===== config.mk =====
export PLATFORM = sky130hd
export DESIGN_NAME = dmem_arbiter
export DESIGN_NICKNAME = d
export VERILOG_FILES = /design/src/rtl/dmem_arb_pkg.sv /design/src/rtl/sat_counter.sv /design/src/rtl/dmem_arbiter.sv
export SDC_FILE = /design/constraint.sdc
export NUM_CORES = 1
export LEC_CHECK = 0
export BUFFER_PORTS_ARGS = -buffer_cell sky130_fd_sc_hd__buf_2
export CAP_MARGIN = 20
export CORE_AREA = 2 2 92 94
export DETAILED_ROUTE_END_ITERATION = 10
export DIE_AREA = 0 0 94 96
export GPL_ROUTABILITY_DRIVEN = 0
export PLACE_DENSITY_LB_ADDON = 0.12
export SLEW_MARGIN = 20
export SYNTH_ARGS = -nofsm -noshare
export SYNTH_HDL_FRONTEND = slang
export SYNTH_SLANG_ARGS = --single-unit

===== constraint.sdc =====
create_clock -name clock -period 4.2 [get_ports clock]
set_input_delay 1.26 -clock clock [delete_from_list [all_inputs] [get_ports clock]]
set_output_delay 1.26 -clock clock [all_outputs]
set_load 0.05 [all_outputs]

===== src/rtl/dmem_arb_pkg.sv =====
// rtl/dmem_arb_pkg.sv - shared encodings for the dmem arbiter
package dmem_arb_pkg;

    typedef enum logic {
        ST_IDLE    = 1'b0,
        ST_RD_RESP = 1'b1
    } st_e;

    typedef enum logic {
        OWN_PROC = 1'b0,
        OWN_PERI = 1'b1
    } own_e;

endpackage


===== src/rtl/sat_counter.sv =====
// rtl/sat_counter.sv - saturating up-counter with clear and at-max flag
module sat_counter #(
    parameter int MAX = 15
) (
    input  logic clock,
    input  logic resetn,
    input  logic inc,
    input  logic clr,
    output logic at_max
);

    localparam int W = (MAX < 1) ? 1 : $clog2(MAX + 1);

    logic [W-1:0] cnt_q, cnt_d;

    always_comb begin
        at_max = (cnt_q == W'(MAX));
        cnt_d  = cnt_q;
        if (clr) begin
            cnt_d = '0;
        end else if (inc && !at_max) begin
            cnt_d = cnt_q + 1'b1;
        end
    end

    always_ff @(posedge clock) begin
        if (!resetn) begin
            cnt_q <= '0;
        end else begin
            cnt_q <= cnt_d;
        end
    end

endmodule


===== src/rtl/dmem_arbiter.sv =====
// rtl/dmem_arbiter.sv - shares single-port dmem between processor and one peripheral
module dmem_arbiter
    import dmem_arb_pkg::*;
#(
    parameter int AW       = 12,
    parameter int DW       = 32,
    parameter int MAX_WAIT = 15
) (
    input  logic          clock,
    input  logic          reset,
    input  logic [AW-1:0] proc_addr,
    input  logic [DW-1:0] proc_data,
    input  logic          proc_wren,
    input  logic          proc_ren,
    output logic [DW-1:0] proc_q,
    output logic          proc_stall,
    input  logic          peri_req,
    input  logic          peri_we,
    input  logic [AW-1:0] peri_addr,
    input  logic [DW-1:0] peri_wdata,
    output logic          peri_gnt,
    output logic          peri_rvalid,
    output logic [DW-1:0] peri_rdata,
    output logic [AW-1:0] mem_addr,
    output logic [DW-1:0] mem_data,
    output logic          mem_wren,
    input  logic [DW-1:0] mem_q
);

    logic          proc_busy;
    logic          force_gnt;
    logic          at_max;
    own_e          owner;
    st_e           st_q, st_d;
    logic [DW-1:0] rdata_q, rdata_d;

    sat_counter #(.MAX(MAX_WAIT)) u_wait_cnt (
        .clock  (clock),
        .resetn (reset),
        .inc    (peri_req & ~peri_gnt),
        .clr    (peri_gnt | ~peri_req),
        .at_max (at_max)
    );

    // Grant and stall are masked during reset so nothing leaks out before the clearing edge.
    always_comb begin
        proc_busy  = proc_wren | proc_ren;
        force_gnt  = peri_req & at_max;
        peri_gnt   = peri_req & (~proc_busy | force_gnt) & reset;
        proc_stall = force_gnt & proc_busy & reset;
        owner      = peri_gnt ? OWN_PERI : OWN_PROC;
        proc_q     = mem_q;
        if (owner == OWN_PERI) begin
            mem_addr = peri_addr;
            mem_data = peri_wdata;
            mem_wren = peri_we & reset;
        end else begin
            mem_addr = proc_addr;
            mem_data = proc_data;
            mem_wren = proc_wren & reset;
        end
    end

    always_ff @(posedge clock) begin
        if (!reset) begin
            st_q    <= ST_IDLE;
            rdata_q <= '0;
        end else begin
            st_q    <= st_d;
            rdata_q <= rdata_d;
        end
    end

    always_comb begin
        st_d = (peri_gnt && !peri_we) ? ST_RD_RESP : ST_IDLE;
    end

    // A read in flight when reset asserts never produces rvalid.
    always_comb begin
        peri_rvalid = (st_q == ST_RD_RESP) & reset;
        rdata_d     = peri_rvalid ? mem_q : rdata_q;
        peri_rdata  = reset ? rdata_d : '0;
    end

endmodule


# Word level (Yosys, flattened, before mapping)
# Index checks and enable logic that the tools add are counted.
[word_totals] ff_bits=37 latch_bits=0 ramBits=0 mem_bits_ro=0 memories=0
[op_classes] add_sub_neg=1 mul=0 div_mod_pow=0 n_lt_le_gt_ge=0 eq_ne=1 n_shift=0 n_mux=7 bitwise_logic=16 n_reduce_logical=5
[ops] cell="two-way mux 32 bit" count=3
[ops] cell="two-way mux 12 bit" count=1
[ops] cell="bitwise AND 1 bit" count=9
[ops] cell="adder 4 x 1 -> 4 bit, second input constant" count=1
[ops] cell="equality test 4 bit, second input constant" count=1
[ops] cell="inverter 1 bit" count=4
[ops] cell="two-way mux 1 bit" count=3
[ops] cell="OR 1 bit" count=3
[ops] cell="logical AND 1 bit" count=2
[ops] cell="zero test 1 bit" count=2
[ops] cell="OR reduction 2 bit" count=1

# Longest topological paths before layout
# Gate-level depths: netlist (run 1).
[logic_depth] word_depth=8 ltp_mapped=6 depth_no_buf=4

# By module
# A second synthesis (run 1) with hierarchy kept.
[unflattened] hier_cells=221 hier_area_um2=2324.7
[modules_own_cells] module="dmem_arbiter" instances=1 cells_per_inst=199 area_per_inst_um2=2127.0 seq_area_each_um2=660.6
[modules_own_cells] module="sat_counter" instances=1 cells_per_inst=22 area_per_inst_um2=197.7 seq_area_each_um2=80.1

# Worst setup path after synthesis (run 1)
# OpenSTA, ideal clock, no wires.
[synth_path] kind="input port to output port" from="in reset" to="out proc_stall" arrival_time_ns=2.546 slack_ns=0.394 stages=3 path_buffers=1 cell_sequence="buf_4 nand2_2 nor3_1"
[synth_via] elab_chain_cells=1
[synth_rtl] element="from (decl)" line="dmem_arbiter.sv:10" text="input logic reset,"
[synth_rtl] element="bitwise AND 1 bit" line="dmem_arbiter.sv:50" text="proc_stall = force_gnt & proc_busy & reset;"
[synth_rtl] element="to (decl)" line="dmem_arbiter.sv:16" text="output logic proc_stall,"
# Every way passes these cells.

# Worst setup path after layout (run 1)
[layout_path] from="in reset" to="out mem_addr[0]"
[layout_via] elab_chain_cells=3
[layout_rtl] element="bitwise AND 1 bit" line="dmem_arbiter.sv:49" text="peri_gnt = peri_req & (~proc_busy | force_gnt) & reset;"
[layout_rtl] element="two-way mux 1 bit" line="dmem_arbiter.sv:51" text="owner = peri_gnt ? OWN_PERI : OWN_PROC;"
[layout_rtl] element="two-way mux 12 bit" line="dmem_arbiter.sv:53" text="if (owner == OWN_PERI) begin"
[layout_rtl] element="to (decl)" line="dmem_arbiter.sv:24" text="output logic [AW-1:0] mem_addr,"
# Every way passes these cells.

==> results of run 1 <==
flip-flops by register name, summed over array words and instances, names as in the netlist:
name / cells
rdata_q: 32
st_q: 1
u_wait_cnt.cnt_q: 4
how the worst max path moves through the flow:
stage	startpoint	to	slack, ps	cells past startpoint
after global placement	peri_req	mem_addr[3]	440	6
after global routing	reset	mem_addr[2]	370	6
after CTS	reset	mem_addr[0]	410	6
after floorplan	reset	proc_stall	390	3
after detailed placement	reset	mem_addr[0]	420	6
final	reset	mem_addr[0]	410	6
per-layer routing:
metal / wire length [µm] / share of wire (%) / global-route usage [%] / vias to the layer above
met5: 0 / 0 / 0 / -
met4: 30 / 0.45 / 2.54 / 0
met3: 648 / 9.6 / 4.70 / 4
met2: 3430 / 51 / 21.3 / 106
met1: 2630 / 39 / 15.0 / 979
li1: - / - / - / 1091
per-stage QoR:
| stage | hold WS, ps | total power [W] |
|---|---|---|
| floorplan | 418 | 0.000645 |
| global placement | 430 | 0.000727 |
| detailed placement | 444 | 0.000729 |
| CTS | 474 | 0.000985 |
| global route | 480 | 0.00101 |
| finish | 460 | 0.000966 |
cells by family after synthesis:
logic type | synth area share (%)
fa+ha+maj | 0.515
buf+inv | 15.9
compound gates | 1.34
xor+xnor | 0.721
mux | 39.4
flops | 30.5
simple gates | 11.6
placed cells by master (no fill, tap or decap):
cell type	instances
clkbuf_8	6
buf_12	1
nand2_2	1
nand2_1	1
and3_4	1
xnor2_1	1
dfxtp_1	36
nor2_2	1
mux2_4	38
a21oi_1	1
nor2_1	4
ha_1	1
nor2b_1	32
mux2_2	6
o21bai_4	1
and2_1	1
dfxtp_2	1
a31o_2	1
xor2_1	1
or3_2	1
nor3_1	2
buf_4	3
buf_2	237
mux2i_1	32
inv_1	2
nand3_1	3
clkinvlp_4	1
layout make-up:
cell class	count	area [µm²]	area share (%)
Sequential cell	37	742	21.2
Multi-Input combinational cell	129	1300	37.2
Timing Repair Buffer	241	1230	35.1
Clock buffer	6	82.6	2.36
Clock inverter	1	7.51	0.214
Inverter	2	7.51	0.214
Tap cell	105	131	3.75
power by group through the flow:
stage / Sequential (W) / Combinational [W] / Clock, W
after global routing: 0.000359 / 0.000377 / 0.000277
final: 0.000359 / 0.000360 / 0.000247
after global placement: 0.000367 / 0.000361 / 0
after detailed placement: 0.000367 / 0.000362 / 0
after CTS: 0.000359 / 0.000363 / 0.000264
after floorplan: 0.000365 / 0.000280 / 0
==> metrics.md, run 1 <==
| Metric | Value |
|---|---|
| IO Pins | 238 |
| Total GRT Usage | 12.4% |
| Area Growth Syn to Fin | 44.1% |
| FF-to-FF End | rdata_q[14]$_DFF_P_ |
| Sw Pwr | 0.000357 W |
| Layout cells sized above 1 | 71.9% |
| Port bufs | 237 |
| Vias in the first global route | 1,884 |
| Total CTS buffers | 5 |
| Setup repair bufs after CTS | 0 |
| Seq pwr share | 37.1% |
| Largest net degree at the start of global routing | 47 |
| Avg Cell Area, Syn | 11.4 µm² |
| Top cell by count, worst path | buf_2 |
| Share of the synthesized area in the top cell type | 30.5% |
| Max Fanout on Critical Path | 46 |
| Clock latency on the worst-skew pair | 280 ps |
| Die Wd | 94 µm |
| Register clock-pin slew on the reported worst setup and hold paths | 60 ps |
| Fin. Hold Viols | 0 |
| Mapped Cells | 213 |
| Crit path cell chain | buf_2 > nand2_2 > o21bai_4 > buf_12 > mux2_2 > buf_2 |
| Initial antenna violation count | 0 |
| Hold Crit Depth | 1 |
| GRT overflow | 0 |
| Clock buffer depth | 2 |
| Finished Layout Cells | 521 |
| Worst path required time | 2940 ps |
| Avg Vias per Cell | 4.18 |
| Post-route setup slack | 411 ps |
| Status | finished clean |
| Effective utilization at floorplan | 30.2% |
| Yosys top cell by area | dfxtp_1 |
| ANT nets after route | 0 |
| Sw Ratio | 37.0% |
| Cell family with the largest share of critical-path delay | buffers and inverters |
| R2R setup slack | 2730 ps |
| Async S/R FF share, synth | 0% |
| Final setup TNS | 0 ps |
| Global-route wire length before repair | 8900 µm |
| Slowest stage cell, crit path | mux2_2 |
| Post_cts resized | 0 |
| Final instance area | 3500 µm² |
| Max-cap viol count | 0 |
| Post-DP Area | 3410 µm² |
| CP peak stage delay | 380 ps |
| Pins Over Slew Limit | 0 |
| Post-synth top cells | 38 x mux2_4, 37 x dfxtp_1, 33 x buf_4 |
| Wire per inst | 12.9 µm |
| Syn_nets | 340 |
| Setup crit end kind | output pin |
| Hold Crit Class | flop to flop |
| Fill count | 831 |
| Internal | 0.000608 W |
| Buf+Inv Stages, Crit Path | 3 |
| VDD IR max | 0.164 mV |
| Number of synthesized flops with an enable pin | 0 |
| Synth warn | 0 |
| Hold_buf cts | 0 |
| Yosys cell types | 25 |
| Worst hold endpoint | u_wait_cnt.cnt_q[0]$_SDFFE_PP0P_ |
| Reg2reg path depth | 3 |
| Dpl hpwl | 5550 µm |
| #FFs+latches synth | 37 |
| Final net count | 543 |
| Slew @ Worst Pin | 683 ps |
| 1st-pass router iterations | 4 |
| Mapped Area | 2430 µm² |
| Leakage | 1.88 nW |
| Drt first-iter violations | 22 |
| Combinational power share | 37.3% |
| Critical R2R Launch | st_q$_SDFF_PN0_ |
| # setup viols final | 0 |
| DRC Markers | 0 |
| Slew headroom | 54.5% |
| Row count | 33 |
| CP Class | primary input to output pin |
| Place WS | 419 ps |
| Pwr/cell area | 276 nW/µm² |
| H-tree depth | 2 |
| Crit path DAT | 2530 ps |
| Worst Skew | 12.2 ps |
| Clock power frac | 25.6% |
| Hold Crit Start | u_wait_cnt.cnt_q[0]$_SDFFE_PP0P_ |
| Top FF cell, synth | dfxtp_1 |
| Die area | 9020 µm² |
| Clock Sink Count | 37 |
| Dominant cells by area after synthesis | dfxtp_1 30%, mux2_4 23%, mux2i_1 13%, buf_4 10%, nor2b_1 8.2% |
| RSZ-0062 raised after global routing | no |
| Inserted Diodes | 0 |
| Most common cell in the netlist | mux2_4 |
| Die height | 96 µm |
| Post-synthesis sequential area ratio | 30.5% |
| Fin crit share | 90.2% |
| Final core occ | 43.5% |
| Total routed wirelength | 6740 µm |
| Core area | 8050 µm² |
| Fmax achieved | 264 MHz |
| CTS Root Cell | clkbuf_8 |
| Startpoint types | primary input |
| CTS tree | built |
| Final min period | 3790 ps |
| Post-Place Cells | 514 |
| Via count | 2,180 |
(Power assumes the default switching activity.)
==> run 2, diff against run 1 <==
--- a/config.mk
+++ b/config.mk
@@ -11,7 +11,7 @@
 export DETAILED_ROUTE_END_ITERATION = 10
 export DIE_AREA = 0 0 94 96
 export GPL_ROUTABILITY_DRIVEN = 0
-export PLACE_DENSITY_LB_ADDON = 0.12
+export PLACE_DENSITY_LB_ADDON = 0.3
 export SLEW_MARGIN = 20
 export SYNTH_ARGS = -nofsm -noshare
 export SYNTH_HDL_FRONTEND = slang
==> run 2 against run 1 <==
Non-clock buffer count rose by 4; via count hardly changed; clock skew barely moved; maximum frequency fell by 6.7%; largest cell class unchanged; utilization grew 0.20 points; sequential power about the same; clock power fell by 5%; routed wire length increased by 0.68%; critical path depth is the same.
==> metrics.md, run 2 (synthesized netlist as in run 1, its figures left out) <==
| Metric | Value |
|---|---|
| Reg2reg path depth | 4 (+1) |
| Effective utilization at floorplan | 30.2% (unchanged) |
| Total routed wirelength | 6780 µm (+0.68%) |
| WL met3 | 697 µm (+7.6%) |
| GRT overflow | 0 (unchanged) |
| Register clock-pin slew on the reported worst setup and hold paths | 60 ps (about the same) |
| Worst hold endpoint | u_wait_cnt.cnt_q[0]$_SDFFE_PP0P_ |
| Most common cell after layout, fill and taps aside | buf_2 |
| R2R setup slack | 2630 ps (-100 ps) |
| FF-to-FF End | st_q$_SDFF_PN0_ |
| Total CTS buffers | 5 (unchanged) |
| Final setup TNS | 0 ps (unchanged) |
| Status | finished clean |
| Max reg flops | 32 (unchanged) |
| Combinational power share | 37.7% (+0.4 points) |
| Internal | 0.000594 W (-2.4%) |
| Hold_buf cts | 0 (unchanged) |
| Fin crit share | 96.7% (+6.5 points) |
| Metal2 WL | 3430 µm (+0.20%) |
| Initial antenna violation count | 0 (unchanged) |
| Hold Crit Start | u_wait_cnt.cnt_q[0]$_SDFFE_PP0P_ |
| Vias in the first global route | 1,891 (+0.37%) |
| Max-cap viol count | 0 (unchanged) |
| Leakage | 1.89 nW (+0.54%) |
| Clock latency on the worst-skew pair | 280 ps (about the same) |
| Pwr/cell area | 271 nW/µm² (-1.7%) |
| CP peak stage delay | 550 ps (+170 ps) |
| CP Class | primary input to output pin |
| Top cell by count, worst path | buf_2 |
| Max Fanout on Critical Path | 21 (-54%) |
| Startpoint types | primary input |
| Hold Crit Depth | 1 (unchanged) |
| 1st-pass router iterations | 4 (unchanged) |
| Hold Worst Slack | 456 ps (-4.70 ps) |
| Slew headroom | 53.4% (-1.1 points) |
| Clock power frac | 24.7% (-0.9 points) |
| Die Wd | 94 µm (unchanged) |
| Post_cts resized | 0 (unchanged) |
| Dpl hpwl | 5800 µm (+4.5%) |
| Post-DP Area | 3430 µm² (+0.51%) |
| Setup repair bufs after CTS | 0 (unchanged) |
| Most frequent cells in the layout | 237 x buf_2, 38 x mux2_4, 36 x dfxtp_1, 32 x mux2i_1, 32 x nor2b_1 |
| Worst Skew | 12.5 ps (+0.308 ps) |
| Largest net degree at the start of global routing | 36 (-23%) |
| Via count | 2,181 (+0.046%) |
| Slowest stage cell, crit path | o21bai_4 |
| Slew @ Worst Pin | 697 ps (+13.9 ps) |
| Area Growth Syn to Fin | 44.8% |
| Hold Crit Class | flop to flop |
| Drt first-iter violations | 21 (-4.5%) |
| Final instance area | 3520 µm² (+0.46%) |
| Port bufs | 237 (unchanged) |
| Worst path required time | 2940 ps (about the same) |
| Total GRT Usage | 12.9% (+0.43 points) |
| DRC Markers | 0 (unchanged) |
| CTS tree | built |
| Clock buffer depth | 2 (unchanged) |
| H-tree depth | 2 (unchanged) |
| Clock Sink Count | 37 (unchanged) |
| Regs by FF count | rdata_q: 32 flops, u_wait_cnt.cnt_q: 4 flops, st_q: 1 flops |
| IO Pins | 238 (unchanged) |
| DRT met1 WL | 2580 µm (-2.0%) |
| Fin. Hold Viols | 0 (unchanged) |
| Die area | 9020 µm² (unchanged) |
| VDD IR max | 0.221 mV (+35%) |
| Setup crit end kind | output pin |
| Pins Over Slew Limit | 0 (unchanged) |
| Final min period | 4060 ps (+272 ps) |
| RSZ-0062 raised after global routing | no |
| Die height | 96 µm (unchanged) |
| Largest register by flop count | rdata_q |
| Sw Pwr | 0.000359 W (+0.63%) |
| Critical path startpoint | proc_wren |
| Crit path DAT | 2800 ps (+270 ps) |
| Core area | 8050 µm² (unchanged) |
| CTS Root Cell | clkbuf_8 |
| ANT nets after route | 0 (unchanged) |
| Avg Vias per Cell | 4.14 (-1.1%) |
| Top layer used by detailed routing | met4 |
| Fmax achieved | 246 MHz (-6.7%) |
| Wire per inst | 12.9 µm (-0.46%) |
| Final net count | 547 (+0.74%) |
| # setup viols final | 0 (unchanged) |
| Layout cells sized above 1 | 72.2% (+0.33 points) |
| Sw Ratio | 37.7% (+0.71 points) |
| Seq pwr share | 37.6% (+0.5 points) |
| Crit path cell chain | buf_2 > nor2_2 > o21bai_4 > buf_4 > mux2_2 > buf_2 |
| Pwr Total | 0.000953 W (-1.3%) |
| Critical R2R Launch | u_wait_cnt.cnt_q[0]$_SDFFE_PP0P_ |
| Global-route wire length before repair | 9070 µm (+1.9%) |
| Row count | 33 (unchanged) |
[run 2: worst max-delay path by stage]
stage | endpoint | cells after the start
after floorplan | proc_stall | 3
after global placement | mem_data[7] | 6
after CTS | mem_addr[2] | 6
after detailed placement | mem_addr[2] | 6
final | mem_addr[2] | 6
after global routing | mem_addr[2] | 6
[run 2: cell type report]
type	instances	area, µm²
diodes	1	2.50
clock inverters	3	17.5
fillers	810	4530
repair buffers	245	1250
inverters	2	7.51
well taps	105	131
multi-input cells	129	1300
clock buffers	5	68.8
flip-flops and latches	37	742
[run 2: critical path: cells and delay by family]
| kind | cells | cell delay (ps) |
|---|---|---|
| simple gates | 1 | 60 |
| buf+inv | 3 | 580 |
| mux | 1 | 340 |
| compound gates | 1 | 550 |
[run 2: through the flow]
step / setup slack (ps) / util, % / cells
6_report: 140 / 43.7 / 527
5_1_grt: 60.1 / 43.7 / 526
4_1_cts: 126 / 43.7 / 526
3_5_place_dp: 130 / 42.6 / 518
3_3_place_gp: 166 / 42.6 / 518
2_1_floorplan: 394 / - / 213
[run 2: layer usage]
layer / GRT usage (%) / vias to the layer above
met5: 0 / -
met2: 22.9 / 134
met1: 14.9 / 945
met4: 4.71 / 0
li1: - / 1096
met3: 3.29 / 6
[run 2: power groups by stage]
stage	clock [W]	combinational (W)	sequential (W)
6_report	0.000235	0.000360	0.000358
2_1_floorplan	0	0.000280	0.000365
5_1_grt	0.000264	0.000377	0.000359
3_5_place_dp	0	0.000362	0.000367
4_1_cts	0.000250	0.000362	0.000358
3_3_place_gp	0	0.000360	0.000366
==> run 3, diff against run 2 <==
==> constraint.sdc (replaced) <==
create_clock -name clock -period 4.8 [get_ports clock]
set_input_delay 1.44 -clock clock [delete_from_list [all_inputs] [get_ports clock]]
set_output_delay 1.44 -clock clock [all_outputs]
set_load 0.05 [all_outputs]
==> run 3 against run 2 <==
Non-clock buffer count decreased by 4; clock power is 10% lower; cell count fell by 0.95%; combinational power shrank 13%; sequential share of layout area is 0.12 points higher; first-iteration DRC count is 86% higher; flip-flop and latch count stayed put; via count is 0.60% higher; total power is 12% lower; critical endpoint is now mem_addr[3]; largest cell class unchanged; largest power group is now registers.
==> metrics.md, run 3 (synthesized netlist as in run 1, its figures left out) <==
| Metric | Value |
|---|---|
| Status | finished clean |
| Layout cells sized above 1 | 71.9% (-0.27 points) |
| Setup repair bufs after CTS | 0 (unchanged) |
| Worst setup endpoint | mem_addr[3] |
| Reg2reg path depth | 4 (unchanged) |
| Pwr/cell area | 240 nW/µm² (-11%) |
| R2R setup slack | 3280 ps (+650 ps) |
| Fin crit share | 91.6% |
| Hold_buf cts | 0 (unchanged) |
| Post_cts resized | 0 (unchanged) |
| Total GRT Usage | 13.1% (+0.26 points) |
| FF-to-FF End | st_q$_SDFF_PN0_ |
| Hold Crit Class | flop to flop |
| Largest net degree at the start of global routing | 36 (unchanged) |
| Worst Skew | 8.83 ps (-3.69 ps) |
| Fmax achieved | 227 MHz |
| Final setup TNS | 0 ps (unchanged) |
| Port bufs | 237 (unchanged) |
| Clock buffer depth | 2 (unchanged) |
| H-tree depth | 2 (unchanged) |
| Final min period | 4400 ps |
| CTS tree | built |
| Worst path required time | 3360 ps (+420 ps) |
| Row count | 33 (unchanged) |
| Max-cap viol count | 0 (unchanged) |
| RSZ-0062 raised after global routing | no |
| Total routed wirelength | 6660 µm (-1.8%) |
| FF/Latch Area | 742 µm² (unchanged) |
| Initial antenna violation count | 0 (unchanged) |
| Place WS | 394 ps (+264 ps) |
| Total CTS buffers | 5 (unchanged) |
| # setup viols final | 0 (unchanged) |
| Pwr Total | 0.000839 W (-12%) |
| Effective utilization at floorplan | 30.2% (unchanged) |
| Vias in the first global route | 1,879 (-0.63%) |
| Post-route setup slack | 401 ps (+262 ps) |
| Die Wd | 94 µm (unchanged) |
| Clock latency on the worst-skew pair | 290 ps (about the same) |
| Leakage | 1.88 nW (-0.63%) |
| Area Growth Syn to Fin | 44.0% |
| Wire per inst | 12.8 µm (-0.87%) |
| Crit path DAT | 2960 ps (+160 ps) |
| CTS Root Cell | clkbuf_8 |
| Regs by FF count | rdata_q: 32 flops, u_wait_cnt.cnt_q: 4 flops, st_q: 1 flops |
| Dpl hpwl | 5610 µm (-3.3%) |
| Multi-input gate area | 1300 µm² (unchanged) |
| Largest register by flop count | rdata_q |
| ANT nets after route | 0 (unchanged) |
| Register clock-pin slew on the reported worst setup and hold paths | 70 ps (about the same) |
| Critical path startpoint | proc_ren |
| Max reg flops | 32 (unchanged) |
| Final instance area | 3500 µm² (-0.57%) |
| Most common cell after layout, fill and taps aside | buf_2 |
| Critical R2R Launch | u_wait_cnt.cnt_q[0]$_SDFFE_PP0P_ |
| Pins Over Slew Limit | 0 (unchanged) |
| Slew headroom | 31.8% (-22 points) |
| Max Fanout on Critical Path | 19 (-9.5%) |
| Post-DP Area | 3410 µm² (-0.51%) |
| Via count | 2,194 (+0.60%) |
| Final net count | 543 (-0.73%) |
| GRT overflow | 0 (unchanged) |
| 1st-pass router iterations | 3 (-1) |
| Most frequent cells in the layout | 237 x buf_2, 38 x mux2_4, 36 x dfxtp_1, 32 x mux2i_1, 32 x nor2b_1 |
| Hold Crit Depth | 1 (unchanged) |
| IO Pins | 238 (unchanged) |
| Global-route wire length before repair | 9110 µm (+0.46%) |
| Startpoint types | primary input |
| Clock Sink Count | 37 (unchanged) |
| Setup crit end kind | output pin |
| VDD IR max | 0.179 mV (-19%) |
| CP Class | primary input to output pin |
| Die height | 96 µm (unchanged) |
| Die area | 9020 µm² (unchanged) |
| Avg Vias per Cell | 4.20 (+1.6%) |
| Drt first-iter violations | 39 (+86%) |
| Inserted Diodes | 0 (-1) |
| Core area | 8050 µm² (unchanged) |
| Slew @ Worst Pin | 1020 ps (+326 ps) |
| Fin. Hold Viols | 0 (unchanged) |
| DRC Markers | 0 (unchanged) |
| Fill count | 790 (-2.5%) |
-- run 3: changes by cell type in the layout (fill, tap and decap cells not counted) --
cell	delta
diode_2	-1
buf_4	-5
buf_12	+1
-- run 3: critical path, cell delays in order --
cell	delay (ps)
buf_2	100
nor2_2	60
o21bai_4	520
buf_12	260
mux2_2	350
buf_2	210
-- run 3: metal layers --
layer,share of wire (%),GRT usage (%)
met1,38,14.5
met2,51,24.8
met3,10,3.21
met4,1.2,3.99
met5,0,0
-- run 3: area by class of cell --
type | count | area share (%)
Clock inverter | 3 | 0.501
Multi-Input combinational cell | 129 | 37.2
Tap cell | 105 | 3.76
Clock buffer | 5 | 1.97
Inverter | 2 | 0.215
Sequential cell | 37 | 21.2
Timing Repair Buffer | 241 | 35.1
-- run 3: worst min-delay path by stage --
stage	startpoint	to	slack [ps]
floorplan	u_wait_cnt.cnt_q[0]$_SDFFE_PP0P_	u_wait_cnt.cnt_q[0]$_SDFFE_PP0P_	420
global placement	u_wait_cnt.cnt_q[0]$_SDFFE_PP0P_	u_wait_cnt.cnt_q[0]$_SDFFE_PP0P_	430
detailed placement	u_wait_cnt.cnt_q[0]$_SDFFE_PP0P_	u_wait_cnt.cnt_q[0]$_SDFFE_PP0P_	440
CTS	u_wait_cnt.cnt_q[0]$_SDFFE_PP0P_	u_wait_cnt.cnt_q[0]$_SDFFE_PP0P_	450
global route	u_wait_cnt.cnt_q[0]$_SDFFE_PP0P_	u_wait_cnt.cnt_q[0]$_SDFFE_PP0P_	470
finish	u_wait_cnt.cnt_q[0]$_SDFFE_PP0P_	u_wait_cnt.cnt_q[0]$_SDFFE_PP0P_	450
-- run 3: report_power, final --
part / internal [W] / switching (W) / total (W)
sequential: 0.000311 / 0.00000343 / 0.000314
combinational: 0.000108 / 0.000205 / 0.000313
clock: 0.000100 / 0.000111 / 0.000211
-- run 3: through the flow --
step | instances | hold WS (ps) | util (%)
floorplan | 213 | 418 | -
global placement | 514 | 432 | 42.4
detailed placement | 514 | 442 | 42.4
CTS | 522 | 453 | 43.4
global route | 522 | 474 | 43.4
finish | 522 | 448 | 43.4
